**config.mk**
```make
export PLATFORM = sky130hd
export DESIGN_NAME = multicycle_pc_controller
export DESIGN_NICKNAME = d
export VERILOG_FILES = /design/src/rtl/multicycle_pc_controller.sv
export SDC_FILE = /design/constraint.sdc
export NUM_CORES = 1
export LEC_CHECK = 0
export ABC_CLOCK_PERIOD_IN_PS = 2500
export CAP_MARGIN = 20
export CORE_AREA = 2 2 53 55
export CTS_CLUSTER_DIAMETER = 30
export CTS_CLUSTER_SIZE = 30
export DETAILED_ROUTE_END_ITERATION = 10
export DIE_AREA = 0 0 55 57
export PLACE_DENSITY = 0.85
export SLEW_MARGIN = 20
export SYNTH_ARGS = -nofsm -noshare
export SYNTH_HDL_FRONTEND = slang
export SYNTH_SLANG_ARGS = --single-unit
```
**constraint.sdc**
```tcl
create_clock -name CLK -period 2.5 [get_ports CLK]
set_input_delay 0.375 -clock CLK [delete_from_list [all_inputs] [get_ports CLK]]
set_output_delay 0.375 -clock CLK [all_outputs]
set_load 0.03 [all_outputs]
```
**src/rtl/multicycle_pc_controller.sv**
```systemverilog
// Multi-cycle instruction sequencer that drives PC, IR, memory and writeback controls.
// Optional build macro MEM_WAIT_EN: FETCH and MEM stall until input_memReady is high.
module multicycle_pc_controller (
    input  logic        CLK,
    input  logic        Reset,
    input  logic [3:0]  input_opcode,
    input  logic        input_memReady,
    output logic        output_PCWrite,
    output logic        output_PC_isbranch,
    output logic        output_PC_set,
    output logic [1:0]  output_branchType,
    output logic        output_IRWrite,
    output logic        output_MemRead,
    output logic        output_MemWrite,
    output logic        output_RegWrite,
    output logic        output_MemToReg,
    output logic        output_ALUSrcB,
    output logic        output_ALUSub,
    output logic [2:0]  output_state,
    output logic [15:0] output_instrCount
);

    typedef enum logic [2:0] {
        S_FETCH  = 3'd0,
        S_DECODE = 3'd1,
        S_EXEC   = 3'd2,
        S_MEM    = 3'd3,
        S_WB     = 3'd4,
        S_BRANCH = 3'd5,
        S_JUMP   = 3'd6,
        S_HALT   = 3'd7
    } state_t;

    state_t      state;
    state_t      state_next;
    logic [15:0] instr_count;
    logic        mem_ready;
    logic        op_illegal;
    logic        pc_write;
    logic        pc_isbranch;
    logic        pc_set;
    logic [1:0]  branch_type;
    logic        ir_write;
    logic        mem_read;
    logic        mem_write;
    logic        reg_write;
    logic        mem_to_reg;
    logic        alu_src_b;
    logic        alu_sub;

`ifdef MEM_WAIT_EN
    assign mem_ready = input_memReady;
`else
    logic unused_mem_ready;
    assign unused_mem_ready = input_memReady;
    assign mem_ready        = 1'b1;
`endif

    // Opcodes 10..15 have no handler and are skipped from DECODE.
    assign op_illegal = input_opcode[3] & (input_opcode[2] | input_opcode[1]);

    always_comb begin
        state_next  = state;
        pc_write    = 1'b0;
        pc_isbranch = 1'b0;
        pc_set      = 1'b0;
        branch_type = 2'b00;
        ir_write    = 1'b0;
        mem_read    = 1'b0;
        mem_write   = 1'b0;
        reg_write   = 1'b0;
        mem_to_reg  = 1'b0;
        alu_src_b   = 1'b0;
        alu_sub     = 1'b0;

        case (state)
            S_FETCH: begin
                ir_write = 1'b1;
                mem_read = 1'b1;
                if (mem_ready)
                    state_next = S_DECODE;
            end
            S_DECODE: begin
                if (op_illegal) begin
                    pc_write   = 1'b1;
                    state_next = S_FETCH;
                end else if (input_opcode == 4'd9) begin
                    state_next = S_HALT;
                end else if (input_opcode == 4'd8) begin
                    state_next = S_JUMP;
                end else if (input_opcode[2]) begin
                    state_next = S_BRANCH;
                end else begin
                    state_next = S_EXEC;
                end
            end
            S_EXEC: begin
                alu_src_b  = (input_opcode != 4'd0);
                state_next = (input_opcode[1]) ? S_MEM : S_WB;
            end
            S_MEM: begin
                if (input_opcode == 4'd2) begin
                    mem_read = 1'b1;
                    if (mem_ready)
                        state_next = S_WB;
                end else begin
                    // Store retires here; its PC update waits for memory to finish.
                    mem_write = 1'b1;
                    pc_write  = mem_ready;
                    if (mem_ready)
                        state_next = S_FETCH;
                end
            end
            S_WB: begin
                reg_write  = 1'b1;
                mem_to_reg = (input_opcode == 4'd2);
                pc_write   = 1'b1;
                state_next = S_FETCH;
            end
            S_BRANCH: begin
                alu_sub     = 1'b1;
                pc_write    = 1'b1;
                pc_isbranch = 1'b1;
                branch_type = input_opcode[1:0];
                state_next  = S_FETCH;
            end
            S_JUMP: begin
                pc_write   = 1'b1;
                pc_set     = 1'b1;
                state_next = S_FETCH;
            end
            S_HALT: begin
                state_next = S_HALT;
            end
            default: begin
                state_next = S_FETCH;
            end
        endcase

        // Reset abandons the instruction in flight, so nothing may strobe this cycle.
        if (Reset) begin
            pc_write    = 1'b0;
            pc_isbranch = 1'b0;
            pc_set      = 1'b0;
            branch_type = 2'b00;
            ir_write    = 1'b0;
            mem_read    = 1'b0;
            mem_write   = 1'b0;
            reg_write   = 1'b0;
            mem_to_reg  = 1'b0;
            alu_src_b   = 1'b0;
            alu_sub     = 1'b0;
        end
    end

    always_ff @(posedge CLK) begin
        if (Reset) begin
            state       <= S_FETCH;
            instr_count <= 16'd0;
        end else begin
            state <= state_next;
            if (pc_write)
                instr_count <= instr_count + 16'd1;
        end
    end

    assign output_PCWrite     = pc_write;
    assign output_PC_isbranch = pc_isbranch;
    assign output_PC_set      = pc_set;
    assign output_branchType  = branch_type;
    assign output_IRWrite     = ir_write;
    assign output_MemRead     = mem_read;
    assign output_MemWrite    = mem_write;
    assign output_RegWrite    = reg_write;
    assign output_MemToReg    = mem_to_reg;
    assign output_ALUSrcB     = alu_src_b;
    assign output_ALUSub      = alu_sub;
    assign output_state       = state;
    assign output_instrCount  = instr_count;

endmodule

```
* Yosys cells after proc, flatten, opt, wreduce, memory -nomap -nowiden
Index checks and enable logic that the tools add are counted.
Storage, ports and cells: register bits 19, latch bits 0, RAM bits 0, bits in read-only memories 0, bits of input ports 7, output and inout port bits 31, memories 0
Cells by class: add/subtract/negate cells 1, multiply operators 0, divide/modulo/power cells 0, order comparisons 0, equal/unequal tests 10, shift operators 0, mux-type cells 30, bitwise logic cells 2, reductions and logical operators 3
Operators with widths (number):
- $mux W1 | 19
- $mux W3 | 6
- $pmux W3 S6 | 1
- $add A16 B1 Y16 const B | 1
- $eq A3 B3 Y1 const B | 4
- $eq A4 B4 Y1 const B | 2
- $eq A3 B2 Y1 const B | 2
- $eq A4 B2 Y1 const B | 1
- $mux W2 | 2
- $reduce_bool A4 Y1 | 1
- $eq A3 B1 Y1 const B | 1
- $logic_not A3 Y1 | 1
- $pmux W1 S3 | 1
- $reduce_or A3 Y1 | 1
- $pmux W1 S2 | 1
- $and A1 B1 Y1 | 1
- $or A1 B1 Y1 | 1

* Depth between registers and ports, before layout
depth in word-level cells 5, gate-level depth with buffers 7, mapped depth without buffers 4

* Worst setup path after synthesis
No wires, ideal clock.
path type reg2out, from register state[2] (netlist: output_state[2]), to output output_branchType[0], data arrival time 2.542 ns, required time 2.125 ns, path slack -0.417 ns, cell stages (with the launch flop) 5, buffers on the path 1, cell sequence dfxtp_1 -> clkbuf_1 -> inv_1 -> nor4_1 -> and2_1
Between the ends: cells in the longest elaborated chain, start to end 3
Ends and longest elaborated chain:
- from (decl) | RTL line 34 | state_t state;
- from (signal assigned) | RTL line 161 | state <= state_next;
- $eq A3 B3 Y1 | RTL line 76 | case (state)
- $mux W2 | RTL line 76
- $mux W2 | RTL line 141 | if (Reset) begin
- to (decl) | RTL line 11 | output logic [1:0] output_branchType,
No other way between the ends.

* Final worst setup path
from input input_opcode[2], to output output_ALUSrcB
Between the ends: cells in the longest elaborated chain, start to end 3
Ends and longest elaborated chain:
- from (decl) | RTL line 6 | input logic [3:0] input_opcode,
- $reduce_bool A4 Y1 | RTL line 98 | alu_src_b = (input_opcode != 4'd0);
- $mux W1 | RTL line 76
- $mux W1 | RTL line 141
- to (decl) | RTL line 17 | output logic output_ALUSrcB,
No other way between the ends.

==> qor.csv <==
metric;value;unit
outcome;finished clean;
hold buffers post-CTS;0;
layout cells sized above 1;19.4;%
routed vias/inst;6.02;
DRC viols;0;
Sequential Power Share;51.6;%
row count;19;
post-DP HPWL;2.21;mm
final hold vios;0;
Clk Latency, worst-skew pair;0.30;ns
Pre-Repair DR Iteration Count;4;
fin crit share;92.7;%
top_reg_cell synth;dfxtp_1;
Initial Utilization;47.0;%
Post-synth EDFFs;0;
crit-path cells;clkdlybuf4s50_1 -> or4_2 -> and4_1 -> buf_4;
CTS Buffer Depth;2;
Mapped Nets;149;
clock slew at reported path FFs;0.11;ns
peak supply drop;0.000316;V
final WL;2.99;mm
CP arrival;1.94;ns
Pwr per Cell Area;404;nW/um^2
Reg2Reg Setup Slack;0.57;ns
overflow left after global routing;0;
TritonCTS buffer count;3;
combinational power share;23.9;%
Clock power frac;24.5;%
sw frac;33.2;%
HP Class;reg -> reg;
Cell Area, Synth;1230;sq um
slowest CP cell;or4_2;
die area;3140;sq um
global placer's final weighted congestion;0.768;
kind of start point of the critical path;primary input;
post_cts resized;0;
commonest non-fill, non-tap cell in the layout;clkdlybuf4s50_1;
Port Buffer Count;36;
Internal Power;0.437;mW
ys async rst share;0;%
Core Util, Final;61.9;%
Relative slew margins;62.7;%
dpl cell area;1590;sq um
I/O pins;38;
Starting DRT DRC Count;36;
drt wl/cell;14.5;um
Net Switching;0.217;mW
initial antenna violation count;0;
Die Wd;55;um
post-synthesis sequential area ratio;31.0;%
WP data required;2.12;ns
Synth area leader;dfxtp_1;
Syn. warnings;0;
slowest stage delay, CP;0.65;ns
#FFs+latches synth;19;
Final setup viols;0;
H-tree depth;1;
Finished Cell Area;1620;sq um
gr usage total;20.1;%
worst setup path class;in -> out;
Max Slew Vio Count;0;
Layout area overhead;31.7;%
Tot Pwr;0.654;mW
Yosys cell types;42;
Sum Neg Setup Slack;0;ns
CORE AREA;2620;sq um
Filler Cells Inserted;237;
root buf cell;clkbuf_4;
CTS tree;yes;
first-pass GRT wire length;4.75;mm
Setup crit end kind;primary output;
Yosys top cell area share;31.0;%
largest net degree at the start of global routing;28;
commonest cells after routing, fill and taps aside;clkdlybuf4s50_1, dfxtp_1, buf_4;
Routed Antenna Nets;0;
RSZ-0062 raised after global routing;false;
top cells by area, synth;dfxtp_1, a21oi_1, o31ai_1;
# clock sinks;19;
diodes inserted;0;
die height;57;um
Final nets;184;
via count;1241;
vias in the first global route;1153;
minimum clock period;2.32;ns
Leak;0.554;nW
max-cap violation count;0;
Cells after Synth;141;
setup bufs post-CTS;0;
skew final;0.00294;ns
f_max;0.431;GHz
crit-path max FO;7;
Syn Area/Cell;8.71;sq um
measured slew at the worst slew-check pin;0.559;ns
==> worst max-delay path, delay by kind of cell <==
kind	cells	cell delay (ns)
AND/OR/NAND/NOR	2	0.86
buffers and inverters	2	0.71
==> routing by layer <==
layer | GRT usage (%) | share of wire [%] | vias up
met5 | 0 | 0 | -
met4 | 9.41 | 1.7 | 0
met3 | 2.36 | 3.5 | 8
met2 | 33.0 | 52 | 31
met1 | 25.5 | 43 | 595
li1 | - | - | 607
==> stage by stage <==
stage | hold slack (ns) | worst slack, ns | instances
after floorplan | 0.573 | 0.0299 | 141
after detailed placement | 0.487 | 0.189 | 202
final | 0.503 | 0.182 | 206
after global placement | 0.472 | 0.204 | 202
after CTS | 0.505 | 0.191 | 206
after global routing | 0.536 | 0.0778 | 206
==> power by group through the flow <==
stage	clock network [mW]	logic (mW)	registers [mW]
2_1_floorplan	0	0.0904	0.347
3_3_place_gp	0	0.152	0.342
3_5_place_dp	0	0.156	0.344
4_1_cts	0.169	0.156	0.337
5_1_grt	0.178	0.168	0.340
6_report	0.160	0.156	0.337
==> sequential cells by signal, indices dropped and copies added, names as in the netlist <==
name	cells
output_state	3
output_instrCount	16
==> kinds of logic (layout without fill, tap and decap cells) <==
logic type	count (synthesis)	count (layout)	share of synthesized area, %
AND/OR/NAND/NOR	62	62	33.9
adder cells (fa/ha/maj)	1	1	1.02
AO/OA/AOI/OAI	39	39	22.6
multiplexers	5	5	4.58
buffers and inverters	15	49	6.92
flip-flops	19	19	31.0
==> synthesized netlist by cell type (4+ instances only) <==
library cell  count
nor2_1            8
mux2_1            5
a21oi_1          15
and2_1            4
o31ai_1           8
dfxtp_1          19
nand2_1           7
clkbuf_1          5
o21ai_0           4
nor4_1            4
or4_1             8
nor2b_1           5
==> final cells by class <==
| type | count | area, sq um | share of cell area [%] |
|---|---|---|---|
| Tap cell | 31 | 38.8 | 2.40 |
| Sequential cell | 19 | 380 | 23.5 |
| Multi-Input combinational cell | 107 | 785 | 48.5 |
| Clock inverter | 1 | 5.00 | 0.309 |
| Inverter | 3 | 11.3 | 0.696 |
| Timing Repair Buffer | 42 | 375 | 23.2 |
| Clock buffer | 3 | 22.5 | 1.39 |
==> worst paths after layout <==
path	cells past startpoint	start	endpoint
max	4	input_opcode[2]	output_ALUSrcB
min	2	output_instrCount[5]	output_instrCount[5]
max reg2reg	4	output_state[1]	output_instrCount[15]
min reg2reg	2	output_instrCount[5]	output_instrCount[5]
No activity file was read; power rests on OpenSTA's default activity.
==> variant 1, RTL diff (config.mk and constraints unchanged) <==
The option `MEM_WAIT_EN` is turned on by a define.
--- a/src/rtl/multicycle_pc_controller.sv
+++ b/src/rtl/multicycle_pc_controller.sv
@@ -2,2 +2,4 @@
 // Optional build macro MEM_WAIT_EN: FETCH and MEM stall until input_memReady is high.
+`define MEM_WAIT_EN
+
 module multicycle_pc_controller (
Formal check against the unedited RTL: not equivalent (a bounded check fails within 4 cycles, from zero or initial values and one cycle with Reset high).
==> variant 1 against the original RTL <==
- sequential cell count stayed put
- worst setup slack worse by 0.043 ns
- critical path depth is 1 higher
- cell count is 16% higher
- power is 3.1% lower
- clock skew is 0.0047 ns higher
- area after synthesis is 6.8% higher
- wire length is 15% higher
- design area is 12% higher
- worst hold slack better by 0.037 ns
- largest cell class unchanged
==> variant 1: results (changes against the original RTL) <==
status=finished, final reports clean; Compound-Gate Fraction of Synth Area=19.4% (-3.3 points); cell-internal power=433 uW (-0.72%); Max VDD drop=0.310 mV (-1.8%); Via density=5.72 (-5.1%); port bufs=37 (+2.8%); Critical Path Start=input_opcode[1]; top cells by count, synth=nor2_1 (20), dfxtp_1 (19), a21oi_1 (17), nor2b_1 (12), mux2_1 (10); static leakage=0.000710 uW (+28%); syn_nets=167 (+12%); Max-cap violations=0 (unchanged); post-DP HPWL=2540 um (+15%); worst reg2reg startpoint=output_state[0]; Final nets=216 (+17%); R2R cell count=5 (+1); Placed Cells=234 (+16%); worst clock skew=0.00762 ns (+0.00467 ns); Synth Area in Adders=0.953% (-0.065 points); fraction of layout cells with a size suffix above 1=22.2% (+2.8 points); global-route usage over all layers=23.6% (+3.5 points); Final Cycle Share=94.4% (+1.7 points); top post-synthesis cells by area=dfxtp_1 (29%), mux2_1 (8.6%), a21oi_1 (6.5%); critical path peak fanout=4 (-3); actual slew at the worst max-slew pin=0.395 ns (-0.164 ns); drt wl/cell=14.4 um (-0.72%); later-pin clock latency in the skew report=0.32 ns (+0.02 ns); Clock transition at path regs=0.11 ns (about the same); delay-heaviest family, CP=buffers and inverters; Arr. time, crit path=1.99 ns (+0.05 ns); reg-to-reg endpoint=output_instrCount[13]; slowest CP cell=clkdlybuf4s50_1; crit-path max cell delay=0.50 ns (-0.15 ns); Post-Place Setup Slack=-0.0568 ns (-0.246 ns); iteration-0 DRC count of the detailed router=39 (+8.3%); first-pass GRT wire length=5530 um (+16%); post-synthesis sequential area ratio=29.0% (-2.0 points); routability cong.=0.747 (-2.7%); vias in the first global route=1282 (+11%); mux contribution to synthesized area=11.9% (+7.3 points); post-synthesis average cell area=8.25 um2 (-5.3%); largest net degree at the start of global routing=20 (-29%); H-Tree Depth=1 (unchanged); flop2flop setup slack=0.64 ns (+0.07 ns); Worst setup endpoint=output_MemToReg; Vias=1361 (+9.7%)
variant 1: cell types whose count changed after synthesis, moves of 3 or more:
cell | before | now
nor2b_1 | 5 | 12
mux2_1 | 5 | 10
buf_6 | 3 | 0
nand3_1 | 3 | 7
or4_1 | 8 | 0
o31ai_1 | 8 | 0
mux2_2 | 0 | 3
nor2_1 | 8 | 20
variant 1: repair_timing:
| action | 4_1_cts | 5_1_grt |
|---|---|---|
| pin swaps | 0 | 0 |
| endpoints found under the setup margin | 1 | 1 |
| gates resized for setup | 1 | 1 |
variant 1: how the worst min path moves through the flow:
stage	from	endpoint	slack (ns)	cells past startpoint
floorplan	output_instrCount[1]	output_instrCount[1]	0.61	2
global placement	output_instrCount[1]	output_instrCount[1]	0.49	2
detailed placement	output_instrCount[1]	output_instrCount[1]	0.52	2
CTS	output_instrCount[1]	output_instrCount[1]	0.55	2
global route	output_instrCount[1]	output_instrCount[1]	0.56	2
finish	output_instrCount[1]	output_instrCount[1]	0.54	2
variant 1: cells by family (layout without fill, tap and decap cells):
family | after synthesis | count (layout)
buf+inv | 13 | 61
mux | 14 | 14
simple gates | 76 | 76
flops | 19 | 19
fa+ha+maj | 1 | 1
compound gates | 36 | 36
variant 1: routing by layer:
metal	routed length, um	global-route usage (%)	share of wire [%]
met3	171	2.62	5.0
met4	88	11.5	2.6
met2	1710	40.0	50
met5	0	0	0
met1	1470	28.9	43
variant 1: worst register-to-register path: stages (launching register included):
cell	delay, ns
dfxtp_1	0.59
and2_1	0.23
buf_4	0.17
nand4_4	0.15
a211o_1	0.30
mux2_1	0.32
variant 1: stage by stage:
stage	setup TNS, ns	utilization, %	area, um2
5_1_grt	0	69.2	1810
4_1_cts	0	68.9	1800
2_1_floorplan	0	-	1310
6_report	0	69.2	1810
3_5_place_dp	-0.0568	67.9	1780
3_3_place_gp	-0.000668	67.9	1780
variant 1: layout make-up:
type	instances	area [um2]
Inverter	3	11.3
Timing Repair Buffer	54	469
Clock buffer	3	22.5
Multi-Input combinational cell	127	882
Fill cell	220	806
Clock inverter	1	5.00
Sequential cell	19	380
Tap cell	31	38.8
variant 1: power by group through the flow:
stage | registers, uW | logic [uW] | clock network [uW]
finish | 320 | 147 | 167
detailed placement | 327 | 146 | 0
CTS | 320 | 146 | 169
global route | 322 | 159 | 183
global placement | 326 | 142 | 0
floorplan | 333 | 76.3 | 0
==> variant 2, RTL diff (same settings) <==
Without the edit above. Put one more register stage on the output `output_instrCount`. The value now appears one clock later. The other outputs are not delayed to match.
--- a/src/rtl/multicycle_pc_controller.sv
+++ b/src/rtl/multicycle_pc_controller.sv
@@ -178,3 +178,5 @@
     assign output_state       = state;
-    assign output_instrCount  = instr_count;
+    always_ff @(posedge CLK) begin
+        output_instrCount <= instr_count;
+    end
 
Behaviour: not the same (a bounded check fails within 4 cycles, from zero or initial values and one cycle with Reset high).
==> variant 2 against the original RTL <==
- sequential cell count is 16 higher
- design area up 22%
- worst setup slack better by 0.060 ns
- die area did not move
- sequential share of layout area grew 12 points
- wire length is 15% higher
- cell count increased by 14%
- count of clock-buffer cells in the layout rose by 3
- first-iteration DRC count is 28% lower
- critical path depth is 1 higher
- power grew 56%
- register-to-register slack worse by 0.05 ns
- area after synthesis rose by 26%
- clock skew about the same
==> variant 2: results (changes against the original RTL) <==
vias in the first global route=1255 (+8.8%); routability cong.=0.747 (-2.8%); WL met2=1760 um (+13%); crit-path max cell delay=0.51 ns (-0.14 ns); Placed Cells=229 (+13%); drt wl/cell=14.7 um (+1.2%); post-synthesis cell type count=39 (-7.1%); initial antenna violation count=0 (unchanged); actual slew at the worst max-slew pin=0.448 ns (-0.111 ns); later-pin clock latency in the skew report=0.33 ns (+0.03 ns); DR pass1 iterations=4 (unchanged); Clock transition at path regs=0.09 ns (-0.02 ns); worst clock skew=0.00342 ns (+0.000480 ns); TritonCTS buffer count=5 (+2); max layer used=met4; largest net degree at the start of global routing=26 (-7.1%); global-route usage over all layers=25.0% (+4.9 points); post-DP HPWL=2480 um (+12%); top cells by count, synth=dfxtp_1 (35), a21oi_1 (13), or4_1 (10), nor4_1 (9); iteration-0 DRC count of the detailed router=26 (-28%); Max VDD drop=0.448 mV (+42%); antenna cells=0 (unchanged); Post-Place Setup Slack=0.0433 ns (-0.146 ns); static leakage=0.000704 uW (+27%); first-pass GRT wire length=5630 um (+18%); Final nets=213 (+16%); Arr. time, crit path=1.88 ns (-0.06 ns); status=finished, final reports clean; fraction of layout cells with a size suffix above 1=20.6% (+1.2 points); top post-synthesis cells by area=dfxtp_1 (45%), or4_1 (4.9%), a21oi_1 (4.2%); fin cells=235 (+14%); delay-heaviest family, CP=buffers and inverters; critical path peak fanout=22 (+15); H-Tree Depth=2 (+1); post-synthesis sequential area ratio=45.3% (+14 points); DP Area=0.00193 mm2 (+22%); slowest CP cell=clkdlybuf4s50_1; met3 Use GR=8.90% (+6.5 points); syn_nets=174 (+17%); GR Layer Usage met1=28.2% (+2.6 points); residual DRC count=0 (unchanged); post-synthesis average cell area=9.32 um2 (+7.0%); M1 WL=1430 um (+12%); worst hold path class=reg2reg; Via density=6.00 (-0.33%); met2 usage=42.7% (+9.7 points); port bufs=36 (unchanged); CTS Buffer Depth=2 (unchanged); met3 wire length=198 um (+90%); Post-synth ARST share=0% (unchanged)
[variant 2: cell types whose count changed after synthesis, moves of 3 or more]
cell,change
dfxtp_1,+16
nand3_1,+3
buf_4,+3
mux2_1,-5
mux2_2,+5
and4_1,-3
nor4_1,+5
[variant 2: what timing repair did]
action	CTS	global route
setup buffers	0	0
setup endpoints to repair	0	1
gates resized for setup	0	2
[variant 2: area by class of cell]
class / instances / area, um2
inverter: 4 / 15.0
sequential: 35 / 702
fill: 199 / 637
tap: 31 / 38.8
timing repair buffer: 45 / 410
multi-input combinational: 114 / 771
clock buffer: 6 / 41.3
[variant 2: cells by family (layout without fill, tap and decap cells)]
logic type / after synthesis / count (layout) / synth area share (%)
buffers and inverters: 17 / 55 / 5.82
adders and majority gates: 1 / 1 / 0.808
and+or+nand+nor: 72 / 72 / 29.5
DFF: 35 / 35 / 45.3
AOI/OAI and AO/OA: 36 / 36 / 15.0
muxes: 5 / 5 / 3.64
[variant 2: worst paths after layout]
check                   from               endpoint  slack [ns]  cells past startpoint
max          input_opcode[2]         output_PCWrite        0.24                      5
min          instr_count[15]  output_instrCount[15]        0.38                      0
max reg2reg   instr_count[0]        instr_count[12]        0.52                      5
min reg2reg  instr_count[15]  output_instrCount[15]        0.38                      0
[variant 2: power breakdown]
| group | internal [uW] | switching, uW |
|---|---|---|
| Clock | 99.8 | 165 |
| Combinational | 68.4 | 105 |
| Sequential | 570 | 13.7 |
| Total | 738 | 284 |
[variant 2: worst reg2reg max path, stage by stage (launching register included)]
cell	delay, ns
dfxtp_1	0.41
ha_1	0.21
and2_1	0.25
or4b_1	0.47
or4_1	0.41
a21oi_1	0.17
